### src/rtl/clk_sel_pkg.sv
// Shared definitions for the pixel-clock select sequencer and the mux wrapper.
// Latency: n/a (types and constants only).
// Backpressure: n/a.
package clk_sel_pkg;

    // Sequencer states; the reset state is WAIT_LOCK so lock is confirmed before
    // the video pipeline is first released.
    typedef enum logic [2:0] {
        IDLE,
        QUIESCE,
        SWITCH,
        SETTLE,
        WAIT_LOCK,
        RELEASE
    } state_t;

    // Select codes for the 4:1 pixel-clock mux.
    localparam logic [1:0] SEL_A = 2'b00;
    localparam logic [1:0] SEL_B = 2'b01;
    localparam logic [1:0] SEL_C = 2'b10;
    localparam logic [1:0] SEL_D = 2'b11;

    // Largest of four timing parameters, used to size the shared counters.
    function automatic int max_of4(input int a, input int b, input int c, input int d);
        int m;
        m = a;
        if (b > m) m = b;
        if (c > m) m = c;
        if (d > m) m = d;
        return m;
    endfunction

endpackage

### src/rtl/sync_2ff.sv
// Two-flop synchronizer for a single asynchronous level into the clk domain.
// Latency: 2 clk cycles from input change to o_q.
// Backpressure: none; level signal, always sampled.
// Ports: clk/rst (sync, active-high), i_d async input, o_q synchronized output.
module sync_2ff (
    input  logic clk,
    input  logic rst,
    input  logic i_d,
    output logic o_q
);

    logic r_meta;
    logic r_sync;

    always_ff @(posedge clk) begin
        if (rst) begin
            r_meta <= 1'b0;
            r_sync <= 1'b0;
        end else begin
            r_meta <= i_d;
            r_sync <= r_meta;
        end
    end

    assign o_q = r_sync;

endmodule

### src/rtl/clk_sel_ctrl.sv
// Sequencer driving the pixel-clock mux select: quiesce, switch, settle, wait for lock, release.
// Latency: no-op request -> done 1 cycle; switch -> PRE+1+POST+LOCK_STABLE+1 cycles with lock high.
// Backpressure: none; requests while busy park in a one-deep last-wins register.
// Ports: clk/rst (sync, active-high); req_valid/req_sel request; mmcm_locked async lock;
//        sel mux select; video_rst pipeline reset; busy (state != IDLE); done pulse; err sticky timeout.
module clk_sel_ctrl
    import clk_sel_pkg::*;
#(
    parameter int         PRE_CYCLES  = 16,
    parameter int         POST_CYCLES = 64,
    parameter int         LOCK_STABLE = 256,
    parameter int         TIMEOUT     = 1048576,
    parameter logic [1:0] DEFAULT_SEL = SEL_A
) (
    input  logic       clk,
    input  logic       rst,
    input  logic       req_valid,
    input  logic [1:0] req_sel,
    input  logic       mmcm_locked,
    output logic [1:0] sel,
    output logic       video_rst,
    output logic       busy,
    output logic       done,
    output logic       err
);

    localparam int CW = $clog2(max_of4(PRE_CYCLES, POST_CYCLES, LOCK_STABLE, TIMEOUT)) + 1;
    localparam logic [CW-1:0] PRE_LAST  = CW'(PRE_CYCLES - 1);
    localparam logic [CW-1:0] POST_LAST = CW'(POST_CYCLES - 1);
    localparam logic [CW-1:0] LS_CNT    = CW'(LOCK_STABLE);
    localparam logic [CW-1:0] TMO_CNT   = CW'(TIMEOUT);

    state_t          r_state, w_state;
    logic [CW-1:0]   r_cnt, w_cnt;      // phase count in QUIESCE/SETTLE, stable count in WAIT_LOCK
    logic [CW-1:0]   r_tmo, w_tmo;
    logic [1:0]      r_sel, w_sel;
    logic [1:0]      r_tgt, w_tgt;
    logic            r_vrst, w_vrst;
    logic            r_done, w_done;
    logic            r_err, w_err;
    logic            r_pend_vld, w_pend_vld;
    logic [1:0]      r_pend_sel, w_pend_sel;

    logic            w_lock_s;
    logic [CW-1:0]   w_cnt_inc;
    logic [CW-1:0]   w_tmo_inc;
    logic [CW-1:0]   w_stable;
    logic            w_req_vld;
    logic [1:0]      w_req_sel;

    sync_2ff u_lock_sync (
        .clk (clk),
        .rst (rst),
        .i_d (mmcm_locked),
        .o_q (w_lock_s)
    );

    // Saturating increments so no counter ever wraps.
    assign w_cnt_inc = (&r_cnt) ? r_cnt : r_cnt + CW'(1);
    assign w_tmo_inc = (&r_tmo) ? r_tmo : r_tmo + CW'(1);
    assign w_stable  = w_lock_s ? w_cnt_inc : '0;

    // A live request this cycle beats a parked one (last wins).
    assign w_req_vld = req_valid | r_pend_vld;
    assign w_req_sel = req_valid ? req_sel : r_pend_sel;

    always_comb begin
        w_state    = r_state;
        w_cnt      = r_cnt;
        w_tmo      = r_tmo;
        w_sel      = r_sel;
        w_tgt      = r_tgt;
        w_vrst     = r_vrst;
        w_done     = 1'b0;
        w_err      = r_err;
        w_pend_vld = r_pend_vld;
        w_pend_sel = r_pend_sel;

        if ((r_state != IDLE) && req_valid) begin
            w_pend_vld = 1'b1;
            w_pend_sel = req_sel;
        end

        case (r_state)
            IDLE: begin
                // After a lock timeout the pipeline stays held until a new switch succeeds.
                w_vrst = r_err;
                if (w_req_vld) begin
                    w_pend_vld = 1'b0;
                    if (w_req_sel == r_sel) begin
                        w_done = 1'b1;
                    end else begin
                        w_tgt   = w_req_sel;
                        w_err   = 1'b0;
                        w_vrst  = 1'b1;
                        w_cnt   = '0;
                        w_state = QUIESCE;
                    end
                end
            end
            QUIESCE: begin
                if (r_cnt == PRE_LAST) begin
                    // Select moves on entry to SWITCH, after the pipeline has been held PRE cycles.
                    w_sel   = r_tgt;
                    w_cnt   = '0;
                    w_state = SWITCH;
                end else begin
                    w_cnt = w_cnt_inc;
                end
            end
            SWITCH: begin
                w_cnt   = '0;
                w_state = SETTLE;
            end
            SETTLE: begin
                if (r_cnt == POST_LAST) begin
                    w_cnt   = '0;
                    w_tmo   = '0;
                    w_state = WAIT_LOCK;
                end else begin
                    w_cnt = w_cnt_inc;
                end
            end
            WAIT_LOCK: begin
                w_cnt = w_stable;
                w_tmo = w_tmo_inc;
                if (w_stable == LS_CNT) begin
                    w_state = RELEASE;
                end else if (w_tmo_inc == TMO_CNT) begin
                    // Parked request (if any) is picked up from IDLE next cycle.
                    w_err   = 1'b1;
                    w_state = IDLE;
                end
            end
            RELEASE: begin
                w_done     = 1'b1;
                w_pend_vld = 1'b0;
                if (w_req_vld && (w_req_sel != r_sel)) begin
                    // Chain straight into the next switch; pipeline stays in reset.
                    w_tgt   = w_req_sel;
                    w_cnt   = '0;
                    w_state = QUIESCE;
                end else begin
                    w_vrst  = 1'b0;
                    w_state = IDLE;
                end
            end
            default: begin
                w_state = IDLE;
            end
        endcase
    end

    always_ff @(posedge clk) begin
        if (rst) begin
            r_state    <= WAIT_LOCK;
            r_cnt      <= '0;
            r_tmo      <= '0;
            r_sel      <= DEFAULT_SEL;
            r_tgt      <= DEFAULT_SEL;
            r_vrst     <= 1'b1;
            r_done     <= 1'b0;
            r_err      <= 1'b0;
            r_pend_vld <= 1'b0;
            r_pend_sel <= DEFAULT_SEL;
        end else begin
            r_state    <= w_state;
            r_cnt      <= w_cnt;
            r_tmo      <= w_tmo;
            r_sel      <= w_sel;
            r_tgt      <= w_tgt;
            r_vrst     <= w_vrst;
            r_done     <= w_done;
            r_err      <= w_err;
            r_pend_vld <= w_pend_vld;
            r_pend_sel <= w_pend_sel;
        end
    end

    assign sel       = r_sel;
    assign video_rst = r_vrst;
    assign busy      = (r_state != IDLE);
    assign done      = r_done;
    assign err       = r_err;

endmodule

### config.mk
export PLATFORM = sky130hd
export DESIGN_NAME = clk_sel_ctrl
export DESIGN_NICKNAME = d
export VERILOG_FILES = /design/src/rtl/clk_sel_pkg.sv /design/src/rtl/sync_2ff.sv /design/src/rtl/clk_sel_ctrl.sv
export SDC_FILE = /design/constraint.sdc
export NUM_CORES = 1
export LEC_CHECK = 0
export CORE_MARGIN = 1
export CORE_UTILIZATION = 48
export CTS_BUF_LIST = sky130_fd_sc_hd__clkbuf_8 sky130_fd_sc_hd__clkbuf_16
export CTS_CLUSTER_DIAMETER = 200
export CTS_CLUSTER_SIZE = 24
export DETAILED_ROUTE_END_ITERATION = 8
export MAX_ROUTING_LAYER = met4
export PLACE_DENSITY = 0.73
export SLEW_MARGIN = 25
export SYNTH_ARGS = -nofsm -noshare
export SYNTH_HDL_FRONTEND = slang
export SYNTH_SLANG_ARGS = --single-unit
export TNS_END_PERCENT = 10
### constraint.sdc
create_clock -name clk -period 3.3 [get_ports clk]
set_clock_uncertainty 0.05 [all_clocks]
set_input_delay 0.33 -clock clk [delete_from_list [all_inputs] [get_ports clk]]
set_output_delay 0.33 -clock clk [all_outputs]
set_load 0.01 [all_outputs]
==> results of run 1 <==
critical path: cells and delay by family (launching register included):
| kind | cells | cell delay (ns) |
|---|---|---|
| multiplexers | 1 | 0.37 |
| AO/OA/AOI/OAI | 2 | 0.34 |
| buffers and inverters | 1 | 0.16 |
| adder cells (fa/ha/maj) | 1 | 0.28 |
| flip-flops | 1 | 0.38 |
| AND/OR/NAND/NOR | 5 | 1.13 |
state kept, by name (all words and copies together), names as in the netlist, 2 cells and up:
register,flops
r_cnt,21
r_pend_sel,2
r_state,3
r_tgt,2
r_tmo,21
sel,2
report_power, final:
part	leakage [nW]	internal [mW]	switching (mW)	total, mW
Clock	0.110	0.433	0.329	0.762
Combinational	0.733	0.0241	0.0398	0.0638
Sequential	0.461	0.695	0.00817	0.703
Total	1.30	1.15	0.377	1.53
stage by stage:
stage	std cells	power (mW)	setup slack (ns)	util
CTS	594	1.53	0.559	0.549
global route	594	1.57	0.276	0.549
finish	594	1.53	0.506	0.549
global placement	578	0.781	0.646	0.519
floorplan	500	0.761	0.920	-
detailed placement	578	0.782	0.583	0.519
final timing paths:
check,start,slack (ns),depth (start not counted),end
min,u_lock_sync.r_meta,0.40,1,u_lock_sync.o_q
max,r_tmo[0],0.51,10,r_state[2]
min reg2reg,u_lock_sync.r_meta,0.40,1,u_lock_sync.o_q
max reg2reg,r_tmo[0],0.51,10,r_state[2]
cell usage in the layout (no fill, tap or decap), types with 3 or more instances in the layout:
cell type	count
clkdlybuf4s50_1	10
nor2_1	51
mux2i_1	4
a311oi_1	11
xor2_1	9
nand4_1	15
a31oi_1	17
o211ai_1	3
nand2_1	42
xnor2_1	10
nand3b_1	3
and3_1	8
a21o_1	3
a21oi_1	46
nor3_1	19
o21a_1	3
nor4_1	5
and2_1	6
inv_1	8
buf_4	8
and4_1	8
nand3_1	27
o21ai_1	10
clkbuf_8	9
a211oi_1	10
dfxtp_1	57
o21ai_0	29
or3_1	10
layer usage:
layer | vias up | share of wire
li1 | 1858 | -
met1 | 1792 | 0.48
met2 | 135 | 0.44
met3 | 13 | 0.062
met4 | 0 | 0.015
met5 | - | 0
layout make-up:
cell class | instances | area (µm²)
fillers | 700 | 3320
repair buffers | 19 | 165
clock buffers | 9 | 124
well taps | 99 | 124
flip-flops and latches | 57 | 1140
multi-input cells | 394 | 2360
inverters | 9 | 33.8
clock inverters | 7 | 103
kinds of logic after synthesis:
family | after synthesis | share of synthesized area
AO/OA/AOI/OAI | 151 | 0.255
XOR/XNOR | 19 | 0.0450
adder cells (fa/ha/maj) | 2 | 0.00676
buffers and inverters | 49 | 0.0541
flip-flops | 57 | 0.308
multiplexers | 5 | 0.0139
AND/OR/NAND/NOR | 217 | 0.317
==> summary.md, run 1 <==
| Metric | Value |
|---|---|
| Outcome | completed |
| Antenna cells | 0 |
| Fmax achieved | 358 MHz |
| Mapped Cells | 500 |
| TritonCTS clock tree | built |
| Sequential-to-total area share from yosys stat | 0.308 |
| Final setup fails | 0 |
| CP Capture Type | register |
| Initial antenna violation count | 0 |
| Post-Syn Area | approximately 3700 µm² |
| Req. time, crit path | 3.49 ns |
| DRC | 0 |
| IO buf count | 11 |
| Post-CTS Setup Inserts | 0 |
| Total wire length | roughly 9.4 mm |
| Yosys warns | 0 |
| Critical-path maximum fanout | 8 |
| First-pass GRT wire length | approximately 16 mm |
| Post-synthesis register bit count | 57 |
| Die Area | between 8000 and 9000 µm² |
| Met1 GRT Util | 0.332 |
| Setup TNS | 0 ns |
| IO Pins | 12 |
| Syn_nets | between 500 and 600 |
| PD cells | about 380 nW/µm² |
| Worst slew pin tran | around 0.75 ns |
| 1st-iter DRT viols | 260 |
| Top post-synthesis cells by count | 57 x dfxtp_1, 51 x nor2_1, 46 x a21oi_1, 42 x nand2_1, 29 x o21ai_0 |
| Final Net Count | 498 |
| Crit start category | register |
| EDFF count, synth | 0 |
| CTS buffer count | 9 |
| Top-area cell type share of the netlist area | 0.308 |
| P_leak | 1.30 nW |
| Worst Hold Margin | between 0.4 and 0.5 ns |
| Count leader, synth | dfxtp_1 |
| Die Wd | about 90 µm |
| CTS hold repair buffers | 0 |
| Hpwl dp | about 6.4 mm |
| Clock Sinks | 57 |
| Max stage delay on crit path | a little under 0.5 ns |
| Fraction of registers with async set/reset | 0 |
| H-tree depth | 3 |
| Pre-antenna DRT Iters | 6 |
| Final hold viol count | 0 |
| Root Buffer | clkbuf_8 |
| Number of global-route vias before repair | around 3300 |
| Crit-path cells | ha_1 > nand3_1 > nor4_4 > buf_4 > and2_1 > nor3b_1 > mux2_1 > o2bb2ai_1 > nand4_1 > a21o_1 |
| Layer with the highest usage | met2 |
| Post-route cell area | approximately 4000 µm² |
| Vias | between 3000 and 4000 |
| Die span in y | around 90 µm |
| Max Root-Sink Buffers | 2 |
| Initial core utilization | 0.502 |
| Max Slew Vio Count | 0 |
| Crit path DAT | roughly 3 ns |
| Met2 usage | 0.364 |
| Critical path's slowest cell | nor3b_1 |
| RSZ-0062 raised after global routing | false |
| Grt ovf | 0 |
| Hold Path Class | register to register |
| Ys flop type | dfxtp_1 |
| GR Util All Layers | 0.247 |
| Period utilization | 0.847 |
| Top cells by area, synth | dfxtp_1 31%, a21oi_1 6.2%, nor2_1 5.2% |
| Antenna-violating nets left | 0 |
| Rows | 31 |
| Met3 Use GR | 0.0541 |
| RePlAce Congestion | 0.942 |
| Clk_lat worst skew | between 0.3 and 0.4 ns |
| Final min period | roughly 2.8 ns |
| Drt wl/cell | roughly 16 µm |
| Clock-pin slew on the worst setup and hold paths | 0.08 ns |
| Max-Cap Viols | 0 |
| Slew margin rel. | 0.500 |
| Largest net degree at the start of global routing | 49 |
| Crit path kind | register to register |
| Synthesized area per cell | 7.40 µm² |
| Max IR drop VDD | about 0.31 mV |
| Netlist cell types | between 60 and 70 |
| Placed Area | 3820 µm² |
| Layout area overhead | 9.44% |
| CTS resizes | 0 |
| Share of layout cells above drive strength 1 | 0.0707 |
| Area leader, netlist | dfxtp_1 |
| Core area | between 7000 and 8000 µm² |
| DR vias/cell | 6.39 |
(Power assumes the default switching activity.)
==> run 2: changes to the inputs <==
clock period = 2.7 ns   (was 3.3 ns; I/O delays follow)
==> summary.md, run 2 (same netlist as run 1, synthesis figures left out) <==
| Metric | Value |
|---|---|
| Logic pwr share | 0.048 |
| Most common cell after layout, fill and taps aside | dfxtp_1 |
| Largest net degree at the start of global routing | 28 |
| Critical-path maximum fanout | 7 |
| Sw frac | 0.249 |
| Critical path's slowest cell | or4_4 |
| Hold Path Class | input port to register |
| Worst slew pin tran | around 0.7 ns |
| P_leak | 1.43 nW |
| Rows | 31 |
| Clock power frac | 0.497 |
| CP Capture Type | register |
| Die Wd | 89.8 µm |
| IO buf count | 11 |
| CP startpoint | r_tmo[8] |
| Total wire length | about 10 mm |
| CP delay by family, top | simple AND/OR/NAND/NOR gates |
| Buf+Inv Stages, Crit Path | 0 |
| Outcome | completed |
| Power share of the sequential group | 0.455 |
| PD cells | ~440 nW/µm² |
| Grt ovf | 0 |
| Final Net Count | between 500 and 600 |
| Clk_lat worst skew | roughly 0.35 ns |
| Most frequent cells in the layout | 52 x dfxtp_1, 51 x nor2_1, 45 x a21oi_1, 42 x nand2_1 |
| Final min period | 2.64 ns |
| GR Util All Layers | 0.266 |
| DRC | 0 |
| Max stage delay on crit path | approximately 0.63 ns |
| Fmax achieved | roughly 380 MHz |
| Clock-pin slew on the worst setup and hold paths | 0.08 ns |
| Largest regs | r_cnt x21, r_tmo x21, r_state x3 |
| RePlAce Congestion | between 0.9 and 1 |
| Reg2reg setup slack | around 0.056 ns |
| Slew margin rel. | 0.533 |
| Period utilization | 0.979 |
| Initial core utilization | 0.502 |
| Layout Cells excl Fill | slightly above 600 |
| First-pass GRT wire length | approximately 17 mm |
| Antenna cells | 0 |
| Die span in y | 89.8 µm |
| Net switching power | about 470 µW |
| H-tree depth | 3 |
| Int Pwr | 1.41 mW |
| Req. time, crit path | just under 3 ns |
| Antenna-violating nets left | 0 |
| Root Buffer | clkbuf_8 |
| Hpwl dp | between 6 and 7 mm |
| Number of global-route vias before repair | ~3500 |
| Core area | roughly 7400 µm² |
| Crit path DAT | between 2 and 3 ns |
| CTS buffer count | 9 |
| Placed cell count | between 500 and 600 |
| Clock Sinks | 57 |
| Crit path kind | register to register |
| TritonCTS clock tree | built |
| DR vias/cell | ~6.4 |
| Max Root-Sink Buffers | 2 |
| Setup TNS | 0 ns |
| Share of layout cells above drive strength 1 | 0.134 |
| Filler Cell Count | about 700 |
| IO Pins | 12 |
| Hold_sp | rst |
| Crit start category | register |
| Reg-to-Reg Start | r_tmo[8] |
| Pre-antenna DRT Iters | 5 |
| Worst Hold Margin | approximately 0.34 ns |
| Drt wl/cell | between 15 and 20 µm |
| Max IR drop VDD | about 0.33 mV |
| Die Area | ~8100 µm² |
| 1st-iter DRT viols | roughly 400 |
| Layout area overhead | 14.8% |
| RSZ-0062 raised after global routing | true |
| Initial antenna violation count | 0 |
| Crit-path cells | nand4_2 > or4_4 > nand3_2 > xor2_1 > nand3_1 > nor4_1 > nand4_1 > a21o_1 |
| Max-Cap Viols | 0 |
| Max Slew Vio Count | 0 |
| Final hold viol count | 0 |
| Final setup fails | 0 |
| Vias | about 3900 |
## run 2: cell count changes in the layout (fill, tap and decap cells not counted), moves of 2 or more
cell	previous run	this run
and3_1	8	6
dfxtp_1	57	52
buf_4	8	29
and3_2	0	2
dfxtp_2	0	5
## run 2: final timing paths
path                           to  depth (start not counted)
setup / recovery       r_state[2]                          8
hold / removal             sel[1]                          2
setup reg to reg       r_state[2]                          8
hold reg to reg   u_lock_sync.o_q                          1
## run 2: metal layers
layer	vias up	global-route usage	share of wire
met2	166	0.399	0.45
met1	1848	0.358	0.46
li1	1898	-	-
met4	0	0.112	0.025
met3	28	0.0389	0.059
met5	-	-	0
## run 2: per-stage QoR
| step | setup WS (ns) | area [µm²] | utilization | total power, mW |
|---|---|---|---|---|
| detailed placement | 0.125 | 3980 | 0.540 | 0.962 |
| CTS | 0.0802 | 4210 | 0.571 | 1.89 |
| floorplan | 0.320 | 3700 | - | 0.930 |
| global placement | 0.162 | 3980 | 0.540 | 0.960 |
| finish | 0.0558 | 4250 | 0.576 | 1.88 |
| global route | -0.0206 | 4250 | 0.576 | 1.95 |
## run 2: power groups by stage
stage               Clock (mW)  Sequential [mW]  Combinational (mW)
finish                   0.935            0.856              0.0895
global route             0.988            0.857               0.101
CTS                      0.948            0.855              0.0878
detailed placement           0            0.875              0.0875
global placement             0            0.875              0.0856
floorplan                    0            0.875              0.0552
## run 2: worst register-to-register path, cell delays in order, from the launching register on
cell	delay (ns)
dfxtp_1	0.47
nand4_2	0.25
or4_4	0.63
nand3_2	0.13
xor2_1	0.18
nand3_1	0.09
nor4_1	0.36
nand4_1	0.17
a21o_1	0.20
## run 2: layout make-up
| type | count | area, µm² | area share |
|---|---|---|---|
| Clock inverter | 7 | 103 | 0.0242 |
| Clock buffer | 9 | 124 | 0.0292 |
| Timing Repair Buffer | 40 | 323 | 0.0760 |
| Tap cell | 99 | 124 | 0.0292 |
| Inverter | 9 | 33.8 | 0.00795 |
| Multi-Input combinational cell | 394 | 2390 | 0.563 |
| Sequential cell | 57 | 1150 | 0.270 |
## run 2: what timing repair did
action | in CTS | in global routing
hold buffers | 0 | 0
buffers inserted | 0 | 0
setup endpoints to repair | 0 | 16
resized for setup | 0 | 14
==> run 3: changes to the inputs <==
CAP_MARGIN = 20   (was unset)
==> results of run 3 <==
Final layout, timing and power as in run 2 (identical DEF).
